==> src/rtl/crc_scan_pkg.sv <==
// crc_scan_pkg: FSM encoding, CRC constants and SRAM timing shared by crc_scan_ctrl
// and its CRC datapath.
package crc_scan_pkg;

  typedef enum logic [1:0] {
    S_IDLE  = 2'd0,
    S_READ  = 2'd1,
    S_DRAIN = 2'd2,
    S_DONE  = 2'd3
  } scan_state_e;

  localparam logic [31:0] CRC_INIT    = 32'hFFFF_FFFF;
  localparam logic [31:0] CRC_POLY    = 32'h04C1_1DB7;
  localparam int          SRAM_RD_LAT = 1;

endpackage

==> src/rtl/crc_scan_ctrl_if.sv <==
// crc_scan_ctrl_if: host access bus plus the 1RW SRAM macro port. The controller
// uses the slave view; the host/SRAM side (or a bench) uses the master view.
interface crc_scan_ctrl_if #(
  parameter int ADDR_WIDTH = 10,
  parameter int DATA_WIDTH = 32
);
  logic                  host_req;
  logic                  host_we;
  logic [ADDR_WIDTH-1:0] host_addr;
  logic [DATA_WIDTH-1:0] host_wdata;
  logic                  host_ready;
  logic                  host_rvalid;
  logic [DATA_WIDTH-1:0] host_rdata;

  logic                  sram_csb;
  logic                  sram_web;
  logic [ADDR_WIDTH-1:0] sram_addr;
  logic [DATA_WIDTH:0]   sram_din;
  logic [DATA_WIDTH:0]   sram_dout;

  modport slave (
    input  host_req, host_we, host_addr, host_wdata, sram_dout,
    output host_ready, host_rvalid, host_rdata,
           sram_csb, sram_web, sram_addr, sram_din
  );

  modport master (
    output host_req, host_we, host_addr, host_wdata, sram_dout,
    input  host_ready, host_rvalid, host_rdata,
           sram_csb, sram_web, sram_addr, sram_din
  );
endinterface

==> src/rtl/crc_scan_ctrl_crc32.sv <==
// crc_scan_ctrl_crc32: one 32-bit word of CRC-32/MPEG-2 (MSB first, no reflection,
// no final xor) folded into a running CRC, purely combinational.
module crc_scan_ctrl_crc32
  import crc_scan_pkg::*;
(
  input  logic [31:0] data_i,
  input  logic [31:0] init_i,
  output logic [31:0] crc_o
);

  logic [31:0] stage [0:32];

  assign stage[0] = init_i;

  // One LFSR step per data bit, data_i[31] consumed first.
  generate
    for (genvar gi = 0; gi < 32; gi++) begin : g_bit
      assign stage[gi+1] = {stage[gi][30:0], 1'b0}
                         ^ ({32{stage[gi][31] ^ data_i[31-gi]}} & CRC_POLY);
    end
  endgenerate

  assign crc_o = stage[32];

endmodule

==> src/rtl/crc_scan_ctrl.sv <==
// crc_scan_ctrl: shares one 1RW SRAM port between a host and a CRC-32/MPEG-2 range
// scan with expected-value compare. Define CRC_SCAN_ABORT_EN for the abort/aborted pair.
module crc_scan_ctrl #(
  parameter int          ADDR_WIDTH = 10,
  parameter int          DATA_WIDTH = 32,
  parameter logic [31:0] CRC_INIT   = crc_scan_pkg::CRC_INIT
) (
  input  logic                  clk,
  input  logic                  rst_n,
  input  logic                  start,
  input  logic [ADDR_WIDTH-1:0] base_addr,
  input  logic [ADDR_WIDTH:0]   word_cnt,
  input  logic [31:0]           expected_crc,
  output logic                  busy,
  output logic                  done,
  output logic [31:0]           crc_result,
  output logic                  match,
`ifdef CRC_SCAN_ABORT_EN
  input  logic                  abort,
  output logic                  aborted,
`endif
  crc_scan_ctrl_if.slave        bus
);

  localparam logic [1:0] ST_IDLE  = crc_scan_pkg::S_IDLE;
  localparam logic [1:0] ST_READ  = crc_scan_pkg::S_READ;
  localparam logic [1:0] ST_DRAIN = crc_scan_pkg::S_DRAIN;
  localparam logic [1:0] ST_DONE  = crc_scan_pkg::S_DONE;
  localparam int         RD_LAT   = crc_scan_pkg::SRAM_RD_LAT;

  logic [1:0]            state_q, state_d;
  logic [ADDR_WIDTH-1:0] addr_q, addr_d;
  logic [ADDR_WIDTH:0]   rem_q, rem_d;
  logic [31:0]           exp_q, exp_d;
  logic [31:0]           crc_run_q, crc_run_d;
  logic [31:0]           crc_result_q;
  logic                  match_q;
  logic                  done_q;
  logic                  host_acc;
  logic                  scan_rd;
  logic                  scan_issue;
  logic                  abort_req;
  logic                  abort_hit;
  logic                  capture;
  logic [31:0]           crc_next;
  logic                  scan_pend_q [RD_LAT];
  logic                  host_pend_q [RD_LAT];
  logic                  unused_dout_msb;

`ifdef CRC_SCAN_ABORT_EN
  logic aborted_q;
  assign abort_req = abort;
  assign aborted   = aborted_q;

  always_ff @(posedge clk or negedge rst_n) begin
    if (!rst_n) aborted_q <= 1'b0;
    else        aborted_q <= abort_hit;
  end
`else
  assign abort_req = 1'b0;
`endif

  crc_scan_ctrl_crc32 u_crc32 (
    .data_i (bus.sram_dout[31:0]),
    .init_i (crc_run_q),
    .crc_o  (crc_next)
  );

  assign capture    = scan_pend_q[RD_LAT-1];
  assign scan_issue = scan_rd & ~abort_hit;

  always_comb begin
    state_d   = state_q;
    addr_d    = addr_q;
    rem_d     = rem_q;
    exp_d     = exp_q;
    crc_run_d = capture ? crc_next : crc_run_q;
    host_acc  = 1'b0;
    scan_rd   = 1'b0;
    abort_hit = 1'b0;
    case (state_q)
      ST_IDLE: begin
        // A scan request wins over a same-cycle host access.
        if (start) begin
          addr_d    = base_addr;
          rem_d     = word_cnt;
          exp_d     = expected_crc;
          crc_run_d = CRC_INIT;
          state_d   = (word_cnt == '0) ? ST_DONE : ST_READ;
        end else begin
          host_acc = bus.host_req;
        end
      end
      ST_READ: begin
        scan_rd = 1'b1;
        addr_d  = addr_q + ADDR_WIDTH'(1);
        rem_d   = rem_q - (ADDR_WIDTH+1)'(1);
        if (rem_q == (ADDR_WIDTH+1)'(1)) state_d = ST_DRAIN;
      end
      ST_DRAIN: state_d = ST_DONE;
      ST_DONE:  state_d = ST_IDLE;
      default:  state_d = ST_IDLE;
    endcase
    if (abort_req && (state_q == ST_READ || state_q == ST_DRAIN)) begin
      abort_hit = 1'b1;
      state_d   = ST_IDLE;
    end
  end

  always_ff @(posedge clk or negedge rst_n) begin
    if (!rst_n) begin
      state_q      <= ST_IDLE;
      addr_q       <= '0;
      rem_q        <= '0;
      exp_q        <= '0;
      crc_run_q    <= CRC_INIT;
      crc_result_q <= '0;
      match_q      <= 1'b0;
      done_q       <= 1'b0;
    end else begin
      state_q   <= state_d;
      addr_q    <= addr_d;
      rem_q     <= rem_d;
      exp_q     <= exp_d;
      crc_run_q <= crc_run_d;
      done_q    <= (state_d == ST_DONE);
      // Result is captured on entry to DONE so it is already valid with done.
      if (state_d == ST_DONE) begin
        crc_result_q <= crc_run_d;
        match_q      <= (crc_run_d == exp_d);
      end
    end
  end

  // Read-return trackers, one stage per cycle of SRAM read latency.
  generate
    for (genvar gi = 0; gi < RD_LAT; gi++) begin : g_rd_pipe
      if (gi == 0) begin : g_head
        always_ff @(posedge clk or negedge rst_n) begin
          if (!rst_n) begin
            scan_pend_q[gi] <= 1'b0;
            host_pend_q[gi] <= 1'b0;
          end else begin
            scan_pend_q[gi] <= scan_issue;
            host_pend_q[gi] <= host_acc & ~bus.host_we;
          end
        end
      end else begin : g_tail
        always_ff @(posedge clk or negedge rst_n) begin
          if (!rst_n) begin
            scan_pend_q[gi] <= 1'b0;
            host_pend_q[gi] <= 1'b0;
          end else begin
            scan_pend_q[gi] <= scan_pend_q[gi-1];
            host_pend_q[gi] <= host_pend_q[gi-1];
          end
        end
      end
    end
  endgenerate

  assign busy       = (state_q != ST_IDLE);
  assign done       = done_q;
  assign crc_result = crc_result_q;
  assign match      = match_q;

  assign bus.host_ready  = host_acc;
  assign bus.host_rvalid = host_pend_q[RD_LAT-1];
  assign bus.host_rdata  = bus.sram_dout[DATA_WIDTH-1:0];
  assign bus.sram_csb    = ~(host_acc | scan_rd);
  assign bus.sram_web    = host_acc ? ~bus.host_we : 1'b1;
  assign bus.sram_addr   = host_acc ? bus.host_addr : (scan_rd ? addr_q : '0);
  assign bus.sram_din    = {1'b0, bus.host_wdata};
  assign unused_dout_msb = bus.sram_dout[DATA_WIDTH];

endmodule

==> src/flat_wrapper.sv <==
// flat-port wrapper written by rule: the top's interface ports become plain ports
module crc_scan_ctrl_flat 
#(
  parameter int          ADDR_WIDTH = 10,
  parameter int          DATA_WIDTH = 32,
  parameter logic [31:0] CRC_INIT   = crc_scan_pkg::CRC_INIT
)
  (clk, rst_n, start, base_addr, word_cnt, expected_crc, busy, done, crc_result, match, bus_host_req, bus_host_we, bus_host_addr, bus_host_wdata, bus_sram_dout, bus_host_ready, bus_host_rvalid, bus_host_rdata, bus_sram_csb, bus_sram_web, bus_sram_addr, bus_sram_din);
  crc_scan_ctrl_if #(.ADDR_WIDTH(ADDR_WIDTH), .DATA_WIDTH(DATA_WIDTH)) bus_i ();
  input  logic clk;
  input  logic rst_n;
  input  logic start;
  input  logic [ADDR_WIDTH-1:0] base_addr;
  input  logic [ADDR_WIDTH:0] word_cnt;
  input  logic [31:0] expected_crc;
  output logic busy;
  output logic done;
  output logic [31:0] crc_result;
  output logic match;
  input wire logic [$bits(bus_i.host_req)-1:0] bus_host_req;
  input wire logic [$bits(bus_i.host_we)-1:0] bus_host_we;
  input wire logic [$bits(bus_i.host_addr)-1:0] bus_host_addr;
  input wire logic [$bits(bus_i.host_wdata)-1:0] bus_host_wdata;
  input wire logic [$bits(bus_i.sram_dout)-1:0] bus_sram_dout;
  output wire logic [$bits(bus_i.host_ready)-1:0] bus_host_ready;
  output wire logic [$bits(bus_i.host_rvalid)-1:0] bus_host_rvalid;
  output wire logic [$bits(bus_i.host_rdata)-1:0] bus_host_rdata;
  output wire logic [$bits(bus_i.sram_csb)-1:0] bus_sram_csb;
  output wire logic [$bits(bus_i.sram_web)-1:0] bus_sram_web;
  output wire logic [$bits(bus_i.sram_addr)-1:0] bus_sram_addr;
  output wire logic [$bits(bus_i.sram_din)-1:0] bus_sram_din;
  assign bus_i.host_req = bus_host_req;
  assign bus_i.host_we = bus_host_we;
  assign bus_i.host_addr = bus_host_addr;
  assign bus_i.host_wdata = bus_host_wdata;
  assign bus_i.sram_dout = bus_sram_dout;
  assign bus_host_ready = bus_i.host_ready;
  assign bus_host_rvalid = bus_i.host_rvalid;
  assign bus_host_rdata = bus_i.host_rdata;
  assign bus_sram_csb = bus_i.sram_csb;
  assign bus_sram_web = bus_i.sram_web;
  assign bus_sram_addr = bus_i.sram_addr;
  assign bus_sram_din = bus_i.sram_din;
  crc_scan_ctrl #(.ADDR_WIDTH(ADDR_WIDTH), .DATA_WIDTH(DATA_WIDTH), .CRC_INIT(CRC_INIT)) u_core (.clk(clk), .rst_n(rst_n), .start(start), .base_addr(base_addr), .word_cnt(word_cnt), .expected_crc(expected_crc), .busy(busy), .done(done), .crc_result(crc_result), .match(match), .bus(bus_i));
endmodule
==> config.mk <==
export PLATFORM = sky130hd
export DESIGN_NAME = crc_scan_ctrl_flat
export DESIGN_NICKNAME = d
export VERILOG_FILES = /design/src/rtl/crc_scan_pkg.sv /design/src/rtl/crc_scan_ctrl_if.sv /design/src/rtl/crc_scan_ctrl_crc32.sv /design/src/rtl/crc_scan_ctrl.sv /design/src/flat_wrapper.sv
export SDC_FILE = /design/constraint.sdc
export NUM_CORES = 1
export LEC_CHECK = 0
export ABC_AREA = 0
export CAP_MARGIN = 20
export CORE_MARGIN = 4
export CORE_UTILIZATION = 50
export DETAILED_ROUTE_END_ITERATION = 10
export PLACE_DENSITY = 0.89
export SLEW_MARGIN = 20
export SYNTH_ARGS = -nofsm -noshare
export SYNTH_HDL_FRONTEND = slang
export SYNTH_HIERARCHICAL = 1
export SYNTH_SLANG_ARGS = --single-unit
==> constraint.sdc <==
create_clock -name clk -period 5.3 [get_ports clk]
set_input_delay 0.795 -clock clk [delete_from_list [all_inputs] [get_ports clk]]
set_output_delay 0.795 -clock clk [all_outputs]
set_load 0.1 [all_outputs]
# Yosys cells after proc, flatten, opt, wreduce, memory -nomap -nowiden
# Cells that the tools add are included.
# totals
ff_bits	123
in_bits	133
# op_classes
addsub	2
eq_ne	7
mux	19
bitwise_logic	68
reduce_logical	5
# op_table
op	n
$xor 32x27->32	32
$mux 32	5
$eq 32x32->1	1
$xor 1x1->1	32
$mux 10	3
$pmux 11 s2	1
$pmux 10 s2	1
$eq 11x1->1 const B	1
$logic_not 11->1	1
$mux 11	1
$sub 11x1->11 const B	1
$add 10x1->10 const B	1
$pmux 2 s4	1
$eq 2x2->1 const B	3
$mux 2	3
$mux 1	4
$reduce_bool 2->1	2
$eq 2x1->1 const B	1
$logic_not 2->1	1
$ne 2x2->1 const B	1
$not 1->1	2
$reduce_and 2->1	1
$and 1x1->1	1
$or 1x1->1	1

# Depth between registers and ports, before layout
# Gate-level depths: netlist of the first run.
# depth
depth_word	68
depth_mapped	16
ltp_nobuf	15

# Modules after synthesis
# Netlist of the first run, hierarchy kept.
# modules_own_cells
mod	n_inst	cells_per_inst	area_each_um2	seq_area_each_um2
crc_scan_ctrl	1	616	6087.1	3118.0
crc_scan_ctrl_crc32	1	251	3373.2	0.0

# Worst setup path before layout of the first run
# No wires, ideal clock.
# synth_path
path_kind	input to register
startpoint	input bus_sram_dout[21]
endpoint	register u_core.match_q (netlist: u_core/match)
arrival_ps	4849
required_ps	5220
slack_ps	371
stages	15
cell_sequence	xnor2_1 -> xnor3_2 -> xor2_4 -> xnor3_2 -> xnor2_4 -> xnor3_2 -> xnor3_2 -> xnor2_1 -> mux2i_1 -> nand2_1 -> xor2_1 -> nor4_1 -> nand4_1 -> or4_1 -> o22ai_2
# synth_between
elab_chain_cells	30
# synth_lines
element	line_no	rtl
from (decl)	flat_wrapper.sv:24	input wire logic [$bits(bus_i.sram_dout)-1:0] bus_sram_dout;
$xor 1x1->1 (*)	crc_scan_ctrl_crc32.sv:19	^ ({32{stage[gi][31] ^ data_i[31-gi]}} & CRC_POLY);
$xor 32x27->32 (*) (6 in series)	crc_scan_ctrl_crc32.sv:19	
$xor 1x1->1 or $xor 32x27->32 (tied branches)	crc_scan_ctrl_crc32.sv:19	
$xor 32x27->32 (*) (6 in series)	crc_scan_ctrl_crc32.sv:19	
$xor 1x1->1 or $xor 32x27->32 (tied branches)	crc_scan_ctrl_crc32.sv:19	
$xor 32x27->32 (*) (6 in series)	crc_scan_ctrl_crc32.sv:19	
$xor 1x1->1 or $xor 32x27->32 (tied branches)	crc_scan_ctrl_crc32.sv:19	
$xor 32x27->32 (*) (4 in series)	crc_scan_ctrl_crc32.sv:19	
named net u_core.crc_next[4]	crc_scan_ctrl.sv:45	logic [31:0] crc_next;
$mux 32 (*)	crc_scan_ctrl.sv:77	crc_run_d = capture ? crc_next : crc_run_q;
$mux 32	crc_scan_ctrl.sv:84	if (start) begin
$mux 32 (*)	crc_scan_ctrl.sv:81	case (state_q)
named net u_core.crc_run_d[4]	crc_scan_ctrl.sv:35	logic [31:0] crc_run_q, crc_run_d;
$eq 32x32->1 (*)	crc_scan_ctrl.sv:130	match_q <= (crc_run_d == exp_d);
to (signal assigned)	crc_scan_ctrl.sv:130	
to (decl)	crc_scan_ctrl.sv:37	logic match_q;
# Mark *: on every way through the listed nets, which the timed path passes. The rest lies on a longest branch.
# A chain may end at the register's enable or synchronous reset.

# Worst setup path after layout of the first run
# layout_path
startpoint	input bus_sram_dout[17]
endpoint	register u_core.match_q (netlist: u_core/match)
# layout_between
elab_chain_cells	25
# layout_lines
element	line_no
$xor 1x1->1 (*)	crc_scan_ctrl_crc32.sv:19
$xor 32x27->32 (*) (6 in series)	crc_scan_ctrl_crc32.sv:19
$xor 1x1->1 or $xor 32x27->32 (tied branches)	crc_scan_ctrl_crc32.sv:19
$xor 32x27->32 (*) (9 in series)	crc_scan_ctrl_crc32.sv:19
$xor 1x1->1 (*)	crc_scan_ctrl_crc32.sv:19
$xor 32x27->32 (*) (3 in series)	crc_scan_ctrl_crc32.sv:19
named net u_core.crc_next[4]	crc_scan_ctrl.sv:45
$mux 32 (*)	crc_scan_ctrl.sv:77
$mux 32	crc_scan_ctrl.sv:84
$mux 32 (*)	crc_scan_ctrl.sv:81
named net u_core.crc_run_d[4]	crc_scan_ctrl.sv:35
$eq 32x32->1 (*)	crc_scan_ctrl.sv:130
# Marks and branches as above.

==> results.py, run 1 <==
metrics = {
    "outcome": {
        "status": "finished clean",
    },
    "cells_and_area": {
        "antenna-diode-count": 0,
        "final_core_util_pct": 71.4,
        "fillers": 1267,
        "nets": 1311,
        "drive_gt1_share_pct": 31.8,
        "area_delta_synth_final_pct": 40.7,
        "final_cell_count_no_fill": 1422,
    },
    "route": {
        "drt-total-wl_microns": 29500,
        "routedWlPerCell_microns": 20.7,
        "dr.pass1.iters": 6,
        "first_iter_violations": 560,
        "viasPerCell": 5.36,
        "detailroute.via_count": 7625,
        "ant_nets": 0,
        "drc_errors": 0,
    },
    "floorplanning": {
        "start_util_pct": 50.7,
        "die_h_microns": 146,
        "core.rowCount": 50,
        "die_w_microns": 146,
        "num_io_pins": 247,
        "die_area_sq_mm": 0.0212,
        "core-area_sq_mm": 0.0186,
    },
    "cts": {
        "cts_tree": "yes",
        "numCtsBuffers": 17,
        "h-tree-depth": 4,
        "postCtsHoldBufs": 0,
        "clk_latency_ns": 0.42,
        "cts.sinks": 123,
        "clockBufferDepth": 2,
        "cts_root_buffer": "clkbuf_16",
        "clk_pin_slew_ns": 0.06,
    },
    "setup_path": {
        "worst_ep_arrival_time_ns": 5.57,
        "crit_family": "XOR/XNOR gates",
        "cp.required_ns": 5.64,
        "slowest_delay_ns": 0.59,
        "crit_path_cell_trace": "clkdlybuf4s50_1 > xnor2_1 > buf_4 > xnor3_2 > xnor2_2 > xnor3_2 > xnor3_1 > xnor3_2 > xnor3_2 > xnor2_1 > mux2i_1 > nand2_1 > xor2_1 > nor4_2 > nand4_1 > or4_4 > o22ai_2",
        "crit_buf_inv": 2,
        "path_max_fanout": 3,
        "crit_path_end_kind": "register",
        "startpoint_type": "primary input",
        "path_common_cell": "xnor3_2",
        "crit_type": "in -> reg",
        "crit_path_top_delay_cell": "or4_4",
    },
    "timing": {
        "hold_violations": 0,
        "fmax_mhz": 191,
        "finalHoldWorstSlack_ns": 0.465,
        "period_share_pct": 98.6,
        "setup_viol_count_final": 0,
        "worst_pin_slew_ns": 1.08,
        "period_needed_ns": 5.23,
        "relSlewSlack_pct": 27.6,
        "slew_viol_final": 0,
        "fin_worst_skew_ns": 0.0126,
        "setup_ws_ns": 0.0744,
    },
    "synth": {
        "yosys-top-cells-area": "dfrtp_1, xnor2_1, xnor3_1",
        "synth_edf_count": 0,
        "seq_area_frac_synth_pct": 33.0,
        "ys_warn_count": 6,
        "synth_top_area_share_pct": 24.1,
        "synth_fp_nets": 1003,
        "ys_seq_elements": 123,
        "syn_inst": 867,
        "netlist_area_sq_mm": 0.00946,
        "ys.flop_type": "dfrtp_1",
        "synth_area_leader_cell": "dfrtp_1",
        "syn_area_per_cell_sq_um": 10.9,
        "synth-async-reset-ratio_pct": 100,
        "synth.distinct_cells": 60,
    },
    "worst_hold_path": {
        "hold_class": "in -> async",
    },
    "job": {
        "maxCapViolCount": 0,
    },
    "global_route": {
        "grt_pass1_vias": 7892,
        "grt_pass1_wl_microns": 44000,
        "grt_max_degree": 66,
        "grt_use_total_pct": 26.8,
        "grt.overflow.total": 0,
        "antenna_found_initial": 0,
    },
    "placement": {
        "dpl_worst_slack_ns": -0.561,
        "dp_hpwl_microns": 22000,
        "gp_congestion": 0.925,
        "io_buffers": 180,
        "dpl.cell_count": 1369,
    },
}
[flip-flops by register name, summed over array words and instances, names as in the netlist]
signal and count:
u_core/bus.host_rvalid 1, u_core/done 1, u_core/crc_run_q 32, u_core/rem_q 11
u_core/crc_result 32, u_core/state_q 2, u_core/capture 1, u_core/exp_q 32
u_core/addr_q 10, u_core/match 1
[cell usage in the layout (no fill, tap or decap), types with 7 or more instances in the layout]
| master | Yosys | routed |
|---|---|---|
| xor2_1 | 52 | 49 |
| xnor2_2 | 15 | 23 |
| mux2i_1 | 32 | 29 |
| xnor3_1 | 41 | 37 |
| dfrtp_1 | 91 | 91 |
| a31oi_1 | 32 | 32 |
| nand2_1 | 123 | 122 |
| xnor3_2 | 14 | 18 |
| nand3_1 | 13 | 13 |
| a21oi_1 | 8 | 8 |
| xnor2_1 | 139 | 125 |
| clkdlybuf4s50_1 | 0 | 162 |
| dfstp_2 | 32 | 32 |
| o21ai_0 | 14 | 13 |
| inv_1 | 7 | 7 |
| nand4_1 | 10 | 10 |
| buf_4 | 67 | 218 |
| clkbuf_16 | 0 | 17 |
| xnor2_4 | 9 | 15 |
| nor2_1 | 52 | 52 |
| mux2_2 | 8 | 8 |
[layout make-up]
type / count / area (sq um) / area share (%)
tap: 234 / 293 / 2.20
sequential: 123 / 3120 / 23.4
multi-input combinational: 636 / 5930 / 44.5
inverter: 8 / 30.0 / 0.226
clock buffer: 17 / 425 / 3.20
timing repair buffer: 389 / 3380 / 25.4
clock inverter: 15 / 141 / 1.06
[logic make-up (layout without fill, tap and decap cells)]
kind of cell               count (synthesis)  count (layout)  share of synthesized area [%]
other                                      1               1                         0.0396
AOI/OAI and AO/OA                         86              86                           6.11
muxes                                     42              42                           4.66
buffers and inverters                    108             429                           7.34
adders and majority gates                  3               3                          0.397
DFF                                      123             123                           33.0
and+or+nand+nor                          223             223                           10.0
xor gates and xnor gates                 281             281                           38.5
[timing repair]
| action | 4_1_cts | 5_1_grt |
|---|---|---|
| buffers inserted | 5 | 16 |
| setup endpoints to repair | 1 | 1 |
| pin swaps | 8 | 21 |
| gates resized for setup | 8 | 37 |
[per-layer routing]
metal	routed length [microns]	GRT usage (%)
met2	15200	47.7
met1	11400	31.9
met3	1960	7.01
met4	981	8.45
met5	0	0
[through the flow]
stage	instance area, sq um	TNS (ns)
5_1_grt	13300	-0.0608
4_1_cts	12900	0
3_5_place_dp	12300	-0.561
3_3_place_gp	12300	-0.442
2_1_floorplan	9460	0
6_report	13300	0
[cell usage after synthesis (3+ instances only)]
cell type	n
xor3_1	3
nor4_1	4
clkbuf_1	14
buf_6	3
inv_1	7
a31oi_1	32
a21oi_1	8
xor2_1	52
xnor2_1	139
dfstp_2	32
nand2_1	123
xnor3_2	14
xnor2_4	9
a22o_1	6
mux2_2	8
buf_1	4
xnor3_1	41
dfrtp_1	91
o21ai_0	14
nor2_1	52
nand3_1	13
o311ai_0	3
nand4_1	10
nor3_1	5
buf_4	67
mux2i_1	32
o211ai_1	5
o22ai_1	3
ha_1	3
or2_2	3
xnor2_2	15
nor3b_1	3
buf_2	12
xor2_2	6
[worst paths after layout]
path                                                 from                     endpoint  slack (ns)  depth (start not counted)
max                                     bus_sram_dout[17]     u_core/match$_DFFE_PN0N_        0.07                         17
min                                                 rst_n  u_core/rem_q[7]$_DFFE_PN0P_        0.47                          1
max reg2reg                u_core/crc_run_q[29]$_DFF_PN1_     u_core/match$_DFFE_PN0N_        0.26                         18
min reg2reg                   u_core/rem_q[9]$_DFFE_PN0P_  u_core/rem_q[9]$_DFFE_PN0P_        0.49                          1
max in group asynchronous                           rst_n    u_core/exp_q[6]$_DFF_PN0_        3.57                          2
min in group clk              u_core/rem_q[9]$_DFFE_PN0P_  u_core/rem_q[9]$_DFFE_PN0P_        0.49                          1
Power of run 1 is not shown: default switching activity piles up to over one toggle a cycle in this logic, so the estimate is an artifact.
==> run 2, diff against run 1 <==
--- a/config.mk
+++ b/config.mk
@@ -9,6 +9,7 @@
 export CAP_MARGIN = 20
 export CORE_MARGIN = 4
 export CORE_UTILIZATION = 50
+export CTS_CLUSTER_SIZE = 40
 export DETAILED_ROUTE_END_ITERATION = 10
 export PLACE_DENSITY = 0.89
 export SLEW_MARGIN = 20
==> results of run 2 <==
Same layout as run 1: the final DEF is identical, and so are final timing and power.
Power of run 2 is left out for the same reason.
